--- config.mk ---
export PLATFORM = sky130hd
export DESIGN_NAME = fetch_pipe
export DESIGN_NICKNAME = d
export VERILOG_FILES = /design/src/rtl/fetch_pipe.sv
export SDC_FILE = /design/constraint.sdc
export NUM_CORES = 1
export LEC_CHECK = 0
export CORE_MARGIN = 10
export CORE_UTILIZATION = 38
export DETAILED_ROUTE_END_ITERATION = 10
export PLACE_DENSITY = 0.88
export SYNTH_ARGS = -nofsm -noshare
export SYNTH_HDL_FRONTEND = slang
export SYNTH_SLANG_ARGS = --single-unit
export TNS_END_PERCENT = 10
--- constraint.sdc ---
create_clock -name clk -period 2.2 [get_ports clk]
set_input_delay 0.44 -clock clk [delete_from_list [all_inputs] [get_ports clk]]
set_output_delay 0.44 -clock clk [all_outputs]
set_load 0.1 [all_outputs]
--- src/rtl/fetch_pipe.sv ---
// fetch_pipe: PC register, instruction-memory addressing and the stage 1-4
// instruction pipe registers of the 4-stage CPU front end.
// Stage 1 is combinational off the synchronous imem; stages 2-4 are flops.
// Optional performance counters are built when FETCH_PERF_CNT_EN is defined.
module fetch_pipe #(
  parameter int unsigned      PC_W     = 16,
  parameter logic [PC_W-1:0]  RESET_PC = '0,
  parameter logic [15:0]      NOP_INST = 16'h001F
) (
  input  logic            clk,
  input  logic            reset_n,
  output logic [PC_W-1:0] imem_addr,
  input  logic [15:0]     imem_rdata,
  input  logic            pc_enable,
  input  logic            PCSrc,
  input  logic            hold_in_decode_state,
  input  logic            br_taken,
  input  logic [PC_W-1:0] br_target,
  output logic [15:0]     inst_ipipe [1:4],
  output logic [4:0]      opcode [1:4],
  output logic [PC_W-1:0] pc_ipipe [1:4],
  output logic            valid_ipipe [1:4]
`ifdef FETCH_PERF_CNT_EN
  ,
  output logic [31:0]     perf_cycles,
  output logic [31:0]     perf_retired,
  output logic [31:0]     perf_stall,
  output logic [31:0]     perf_flush
`endif
);

  typedef enum logic [1:0] {StBoot, StRun, StRedir} fetch_state_e;

  fetch_state_e    state_q, state_d;
  logic            fetch_valid;
  logic [PC_W-1:0] pc_q, pc_d;

  logic [15:0]     inst_q  [2:4];
  logic [15:0]     inst_d  [2:4];
  logic [PC_W-1:0] spc_q   [2:4];
  logic [PC_W-1:0] spc_d   [2:4];
  logic            valid_q [2:4];
  logic            valid_d [2:4];

  logic [15:0]     s1_inst;
  logic [PC_W-1:0] s1_pc;

  // PCSrc is informational only; the branch target arrives with br_taken.
  logic unused_pcsrc;
  assign unused_pcsrc = PCSrc;

  // FSM state register
  always_ff @(posedge clk or negedge reset_n) begin
    if (!reset_n) state_q <= StBoot;
    else          state_q <= state_d;
  end

  // FSM next state: one bubble cycle after reset and after each redirect
  always_comb begin
    state_d = state_q;
    unique case (state_q)
      StBoot:  state_d = StRun;
      StRun:   state_d = br_taken ? StRedir : StRun;
      StRedir: state_d = br_taken ? StRedir : StRun;
      default: state_d = StBoot;
    endcase
  end

  // FSM output: imem data is only meaningful once the current PC was addressed
  always_comb begin
    fetch_valid = (state_q == StRun);
  end

  // Next PC; PC holds while not fetching so the bubbled fetch is re-issued
  always_comb begin
    if (br_taken) begin
      pc_d = br_target;
    end else if (!fetch_valid || hold_in_decode_state || !pc_enable) begin
      pc_d = pc_q;
    end else begin
      pc_d = pc_q + PC_W'(2);
    end
  end

  assign imem_addr = pc_d;

  // Stage 1 view of the word returned for the current PC
  always_comb begin
    s1_inst = fetch_valid ? imem_rdata : NOP_INST;
    s1_pc   = fetch_valid ? pc_q : '0;
  end

  // Pipe advance: branch flush > decode hold > PC stall > full shift
  always_comb begin
    inst_d  = inst_q;
    spc_d   = spc_q;
    valid_d = valid_q;
    inst_d[4]  = inst_q[3];
    spc_d[4]   = spc_q[3];
    valid_d[4] = valid_q[3];
    if (br_taken) begin
      inst_d[2] = NOP_INST; spc_d[2] = '0; valid_d[2] = 1'b0;
      inst_d[3] = NOP_INST; spc_d[3] = '0; valid_d[3] = 1'b0;
    end else if (hold_in_decode_state) begin
      inst_d[3] = NOP_INST; spc_d[3] = '0; valid_d[3] = 1'b0;
    end else if (!pc_enable) begin
      inst_d[2] = NOP_INST; spc_d[2] = '0; valid_d[2] = 1'b0;
      inst_d[3] = inst_q[2]; spc_d[3] = spc_q[2]; valid_d[3] = valid_q[2];
    end else begin
      inst_d[2] = s1_inst; spc_d[2] = s1_pc; valid_d[2] = fetch_valid;
      inst_d[3] = inst_q[2]; spc_d[3] = spc_q[2]; valid_d[3] = valid_q[2];
    end
  end

  // PC and stage 2-4 registers
  always_ff @(posedge clk or negedge reset_n) begin
    if (!reset_n) begin
      pc_q <= RESET_PC;
      for (int i = 2; i <= 4; i++) begin
        inst_q[i]  <= NOP_INST;
        spc_q[i]   <= '0;
        valid_q[i] <= 1'b0;
      end
    end else begin
      pc_q    <= pc_d;
      inst_q  <= inst_d;
      spc_q   <= spc_d;
      valid_q <= valid_d;
    end
  end

  // Per-stage output arrays
  always_comb begin
    inst_ipipe[1]  = s1_inst;
    pc_ipipe[1]    = s1_pc;
    valid_ipipe[1] = fetch_valid;
    opcode[1]      = s1_inst[4:0];
    for (int i = 2; i <= 4; i++) begin
      inst_ipipe[i]  = inst_q[i];
      pc_ipipe[i]    = spc_q[i];
      valid_ipipe[i] = valid_q[i];
      opcode[i]      = inst_q[i][4:0];
    end
  end

`ifdef FETCH_PERF_CNT_EN
  logic [31:0] cyc_q, cyc_d, ret_q, ret_d, stall_q, stall_d, flush_q, flush_d;

  function automatic logic [31:0] sat_inc(input logic [31:0] cnt, input logic inc);
    return (inc && (cnt != 32'hFFFF_FFFF)) ? cnt + 32'd1 : cnt;
  endfunction

  // Saturating event counters; a branch cycle counts as flush, never as stall
  always_comb begin
    cyc_d   = sat_inc(cyc_q, 1'b1);
    ret_d   = sat_inc(ret_q, valid_q[4]);
    stall_d = sat_inc(stall_q, (hold_in_decode_state || !pc_enable) && !br_taken);
    flush_d = sat_inc(flush_q, br_taken);
  end

  // Counter registers
  always_ff @(posedge clk or negedge reset_n) begin
    if (!reset_n) begin
      cyc_q   <= '0;
      ret_q   <= '0;
      stall_q <= '0;
      flush_q <= '0;
    end else begin
      cyc_q   <= cyc_d;
      ret_q   <= ret_d;
      stall_q <= stall_d;
      flush_q <= flush_d;
    end
  end

  assign perf_cycles  = cyc_q;
  assign perf_retired = ret_q;
  assign perf_stall   = stall_q;
  assign perf_flush   = flush_q;
`endif

endmodule
======== After elaboration in Yosys (flattened, before gate mapping) ========
Cells that the tools add are included.
word-level totals
  flip-flop bits (word level) ............. 117
  output and inout port bits .............. 168
  input port bits ......................... 38
operators by class
  muxes and demuxes ....................... 18
  reductions and logical operators ........ 6
  add/sub/neg operators ................... 1
  equal/unequal tests ..................... 3
operator list
  operator               count
  $mux 16                8
  $mux 32                4
  $add 16x2->16 const B  1
  $mux 2                 3
  $pmux 2 s2             1
  $eq 2x1->1 const B     1
  $eq 2x2->1 const B     1
  $logic_not 1->1        2
  $logic_not 2->1        1
  $logic_or 1x1->1       2
  $mux 1                 2
  $ne 2x1->1 const B     1
  $reduce_or 2->1        1

======== Longest topological paths before layout ========
  depth in word-level cells ............... 6
  mapped depth ............................ 6
  mapped depth without buffers ............ 6

======== Least setup slack after synthesis ========
Ideal clock, no wire load.
  path type ............................... register to output
  start point ............................. register state_q[1]
  end point ............................... output imem_addr[8]
  arrival ................................. 3,392 ps
  path slack .............................. -1,632 ps
  stages on the path, launching flop included .. 7
  required time ........................... 1,760 ps
  buffers on the path ..................... 0
  path through ............................ dfrtp_1 -> inv_1 -> ha_1 -> nand4_1 -> nor4_1 -> xnor2_1 -> o21ai_0
on the way
  word-level cells in the longest chain between the ends .. 6
ends and longest elaborated chain
  element                         RTL line  RTL
  start: declaration              34        fetch_state_e state_q, state_d;
  start signal: assignment        54        if (!reset_n) state_q <= StBoot;
  start signal: assignment        55        else state_q <= state_d;
  $eq 2x1->1                      71        fetch_valid = (state_q == StRun);
  via fetch_valid                 35        logic fetch_valid;
  $logic_not 1->1                 78        end else if (!fetch_valid || hold_in_decode_state || !pc_enable) begin
  $logic_or 1x1->1 (2 in series)  78
  $mux 16                         78
  $mux 16                         76        if (br_taken) begin
  end: declaration                12        output logic [PC_W-1:0] imem_addr,
The timed path passes the listed nets, and every way through them passes these cells.

======== Worst setup path in the final report ========
  start point ............................. register state_q[1]
  end point ............................... output imem_addr[15]
on the way
  word-level cells in the longest chain between the ends .. 6
ends and longest elaborated chain
  element                         RTL line
  $eq 2x1->1                      71
  $logic_not 1->1                 78
  $logic_or 1x1->1 (2 in series)  78
  $mux 16                         78
  $mux 16                         76
Every way passes these cells.

==> impl_results.md <==
* H-tree levels at 4
* Drc violations at 0
* Ports at 206
* Worst R2R Setup Slack at ~380 ps
* Count of different cell masters after synthesis at 38
* GR Layer Usage met1 at 0.188
* DP HPWL at between 10000 and 15000 um
* Nature of the critical path startpoint: flip-flop
* Largest area contributor in the netlist: dfrtp_1
* Leak at 3.80 nW
* Failing checks: negative setup slack
* Maxcap violations at 0
* Die height at between 100 and 150 um
* First DRT Iteration DRCs at ~300
* Sink Count at ~120
* Initial antenna violation count at 0
* FF/Latch Area at around 0.0030 mm2
* Row Count at 40
* Max_slew headroom at 0.425
* Leading post-synthesis cells by cell area: dfrtp_1 54%, buf_4 8.8%, dfstp_2 8.4%
* Worst VDD drop at between 1 and 1.5 mV
* First-pass GRT wire length at 22500 um
* Worst Tran Pin Value at between 800 and 900 ps
* Max Fclk at 0.373 GHz
* Core area at 0.0121 mm2
* Number of vias per cell at 4.74
* Reg2Reg Depth at 7
* Vias at around 3500
* WL final at 14800 um
* Mapped Cells at 378
* Endpoints failing setup at 15
* Final GP Congestion at just over 0.8
* PortBufs at just over 200
* Clock Latency Late Sink at 400 ps
* Final Cycle Share at 1.22
* Reg clk slew, reported paths at 50 ps
* Post-synthesis sequential area ratio at 0.629
* Top_reg_cell synth: dfrtp_1
* Fraction of layout cells with a size suffix above 1 at 0.503
* Max Slew Vio Count at 0
* Fin worst setup slack at -478 ps
* Global routing usage on met3 at 0.0652
* Antenna Nets Post-Route at 0
* DIE AREA at 0.0172 mm2
* Commonest cells in the netlist: 102 x dfrtp_1, 56 x and2_1, 55 x buf_4
* Synthesized Nets at 420
* Initial Util at 0.389
* Grt total ovfl at 0
* Filler cell count at 851
* Met2 Usage GRT at 0.302
* Total CTS buffers at 17
* ANT cells at 0
* RSZ-0062 raised after global routing: yes
* CP max FO at 5
* EDFF count, synth at 0
* Status: finished with violations
* Crit Path Class: flip-flop to primary output
* Synthesized area at 0.00469 mm2
* Final hold slack at about 56 ps
* Bufs on Longest Clock Path at 2
* 1st-pass router iterations at 4
* Largest net degree at the start of global routing at 50
* Global route hottest layer: met2
* Final Hold Vio Count at 0
* Asr flop ratio synth at 1.00
* Synth Warn # at 0
* Yosys reg bits at 117
* Max Clock Skew at roughly 9.5 ps
* Total Routing Usage GR at 0.171
* Area delta synth->final at 67.4%
* Hold crit path type: input port to asynchronous set/reset pin
* Crit. End Element: primary output
* Multi-input gate area at ~0.0015 mm2
* Tmin final at 2680 ps
* Post-synth top area share at 0.544
* CP arrival at roughly 2200 ps
* Most common cell in the synthesized netlist: dfrtp_1
* Die Span X at 131 um
* NumNets Final at 610
* CTS tree: built
* Mean Syn Cell Area at 12.4 um2
* Total power at around 9.9 mW
* Vias in the first global route at 3905
* Pwr dens at 1260 mW/mm2
* DR WL/cell at 19.8 um
* Clock Root Buffer: clkbuf_16
* WP data required at approximately 1800 ps
-- final timing paths --
path                                  end            from
hold / removal                pc_ipipe[9]         reset_n
min in group clk           inst_ipipe[11]  inst_ipipe[27]
hold reg to reg            inst_ipipe[11]  inst_ipipe[27]
max in group asynchronous  inst_ipipe[16]         reset_n
setup reg to reg           inst_ipipe[36]      state_q[1]
setup / recovery            imem_addr[15]      state_q[1]
-- metal layers --
metal | vias to the layer above | routed length (um)
li1 | 1613 | -
met1 | 1777 | 5330
met2 | 143 | 8010
met3 | 15 | 1320
met4 | 0 | 150
met5 | - | 0
-- placed cells by master, fill, tap and decap left out, types with 2 or more instances in the layout --
master | netlist | routed
clkbuf_8 | 0 | 2
bufinv_16 | 0 | 3
nor4_4 | 0 | 3
clkdlybuf4s50_1 | 0 | 34
inv_1 | 3 | 2
a31oi_4 | 0 | 3
nor2_2 | 0 | 2
clkinv_1 | 1 | 2
o21ai_0 | 12 | 2
and2_1 | 56 | 52
or2b_4 | 0 | 2
or3_1 | 6 | 6
a22o_1 | 26 | 26
o21ai_2 | 0 | 7
nand2b_1 | 5 | 4
buf_4 | 55 | 148
ha_1 | 4 | 3
clkbuf_1 | 12 | 2
clkinv_2 | 0 | 4
o21ai_4 | 0 | 2
o22a_1 | 5 | 5
dfrtp_2 | 0 | 3
nor2_1 | 12 | 10
clkbuf_16 | 0 | 17
buf_12 | 0 | 58
dfstp_2 | 15 | 15
xnor2_1 | 5 | 5
xor2_1 | 3 | 3
nand4_1 | 4 | 4
and2_4 | 0 | 4
nand3_1 | 3 | 3
a221o_1 | 3 | 2
nand2_1 | 18 | 18
dfrtp_1 | 102 | 99
-- registers in the layout, indices dropped and copies added, names as in the netlist --
register / cells
inst_ipipe: 48
valid_ipipe: 3
state_q: 2
pc_ipipe: 48
pc_q: 16
-- logic make-up after synthesis --
group / synth area share
xor gates and xnor gates: 0.0149
muxes: 0.00454
DFF: 0.629
and+or+nand+nor: 0.152
AOI/OAI and AO/OA: 0.0838
buffers and inverters: 0.105
adders and majority gates: 0.0107
-- stage by stage --
| stage | utilization | TNS (ps) | std cells | setup WS [ps] | cell area, um2 |
|---|---|---|---|---|---|
| detailed placement | 0.590 | -3860 | 711 | -458 | 7110 |
| global placement | 0.590 | -3350 | 711 | -390 | 7110 |
| CTS | 0.643 | -4880 | 743 | -481 | 7750 |
| finish | 0.651 | -5110 | 748 | -478 | 7850 |
| floorplan | - | -2490 | 378 | -257 | 4800 |
| global route | 0.651 | -6590 | 748 | -532 | 7850 |
-- where the power goes --
part	total (mW)	leakage [nW]	switching, mW	internal (mW)
registers	2.38	1.54	0.108	2.27
logic	4.76	1.97	3.23	1.53
clock network	2.73	0.290	0.912	1.82
-- area by class of cell --
class | count | area share
clock buffer | 21 | 0.0587
clock inverter | 10 | 0.0166
inverter | 4 | 0.00191
multi-input combinational | 186 | 0.185
sequential | 117 | 0.376
tap | 168 | 0.0268
timing repair buffer | 242 | 0.335
-- what timing repair did --
| action | 4_1_cts | 5_1_grt |
|---|---|---|
| cloned | 0 | 0 |
| hold buffers | 0 | 0 |
| setup endpoints to repair | 15 | 45 |
| buffers inserted | 1 | 5 |
| resized for setup | 9 | 15 |
| hold endpoints to repair | 0 | 0 |
| pin swaps | 4 | 4 |
-- critical path: stages (launching register included) --
cell     delay (ps)
dfrtp_1         390
inv_2            80
ha_4            150
and4b_4         260
nand4_4         110
or4_4           460
a31oi_4         190
buf_12          200
(Power assumes the default switching activity.)
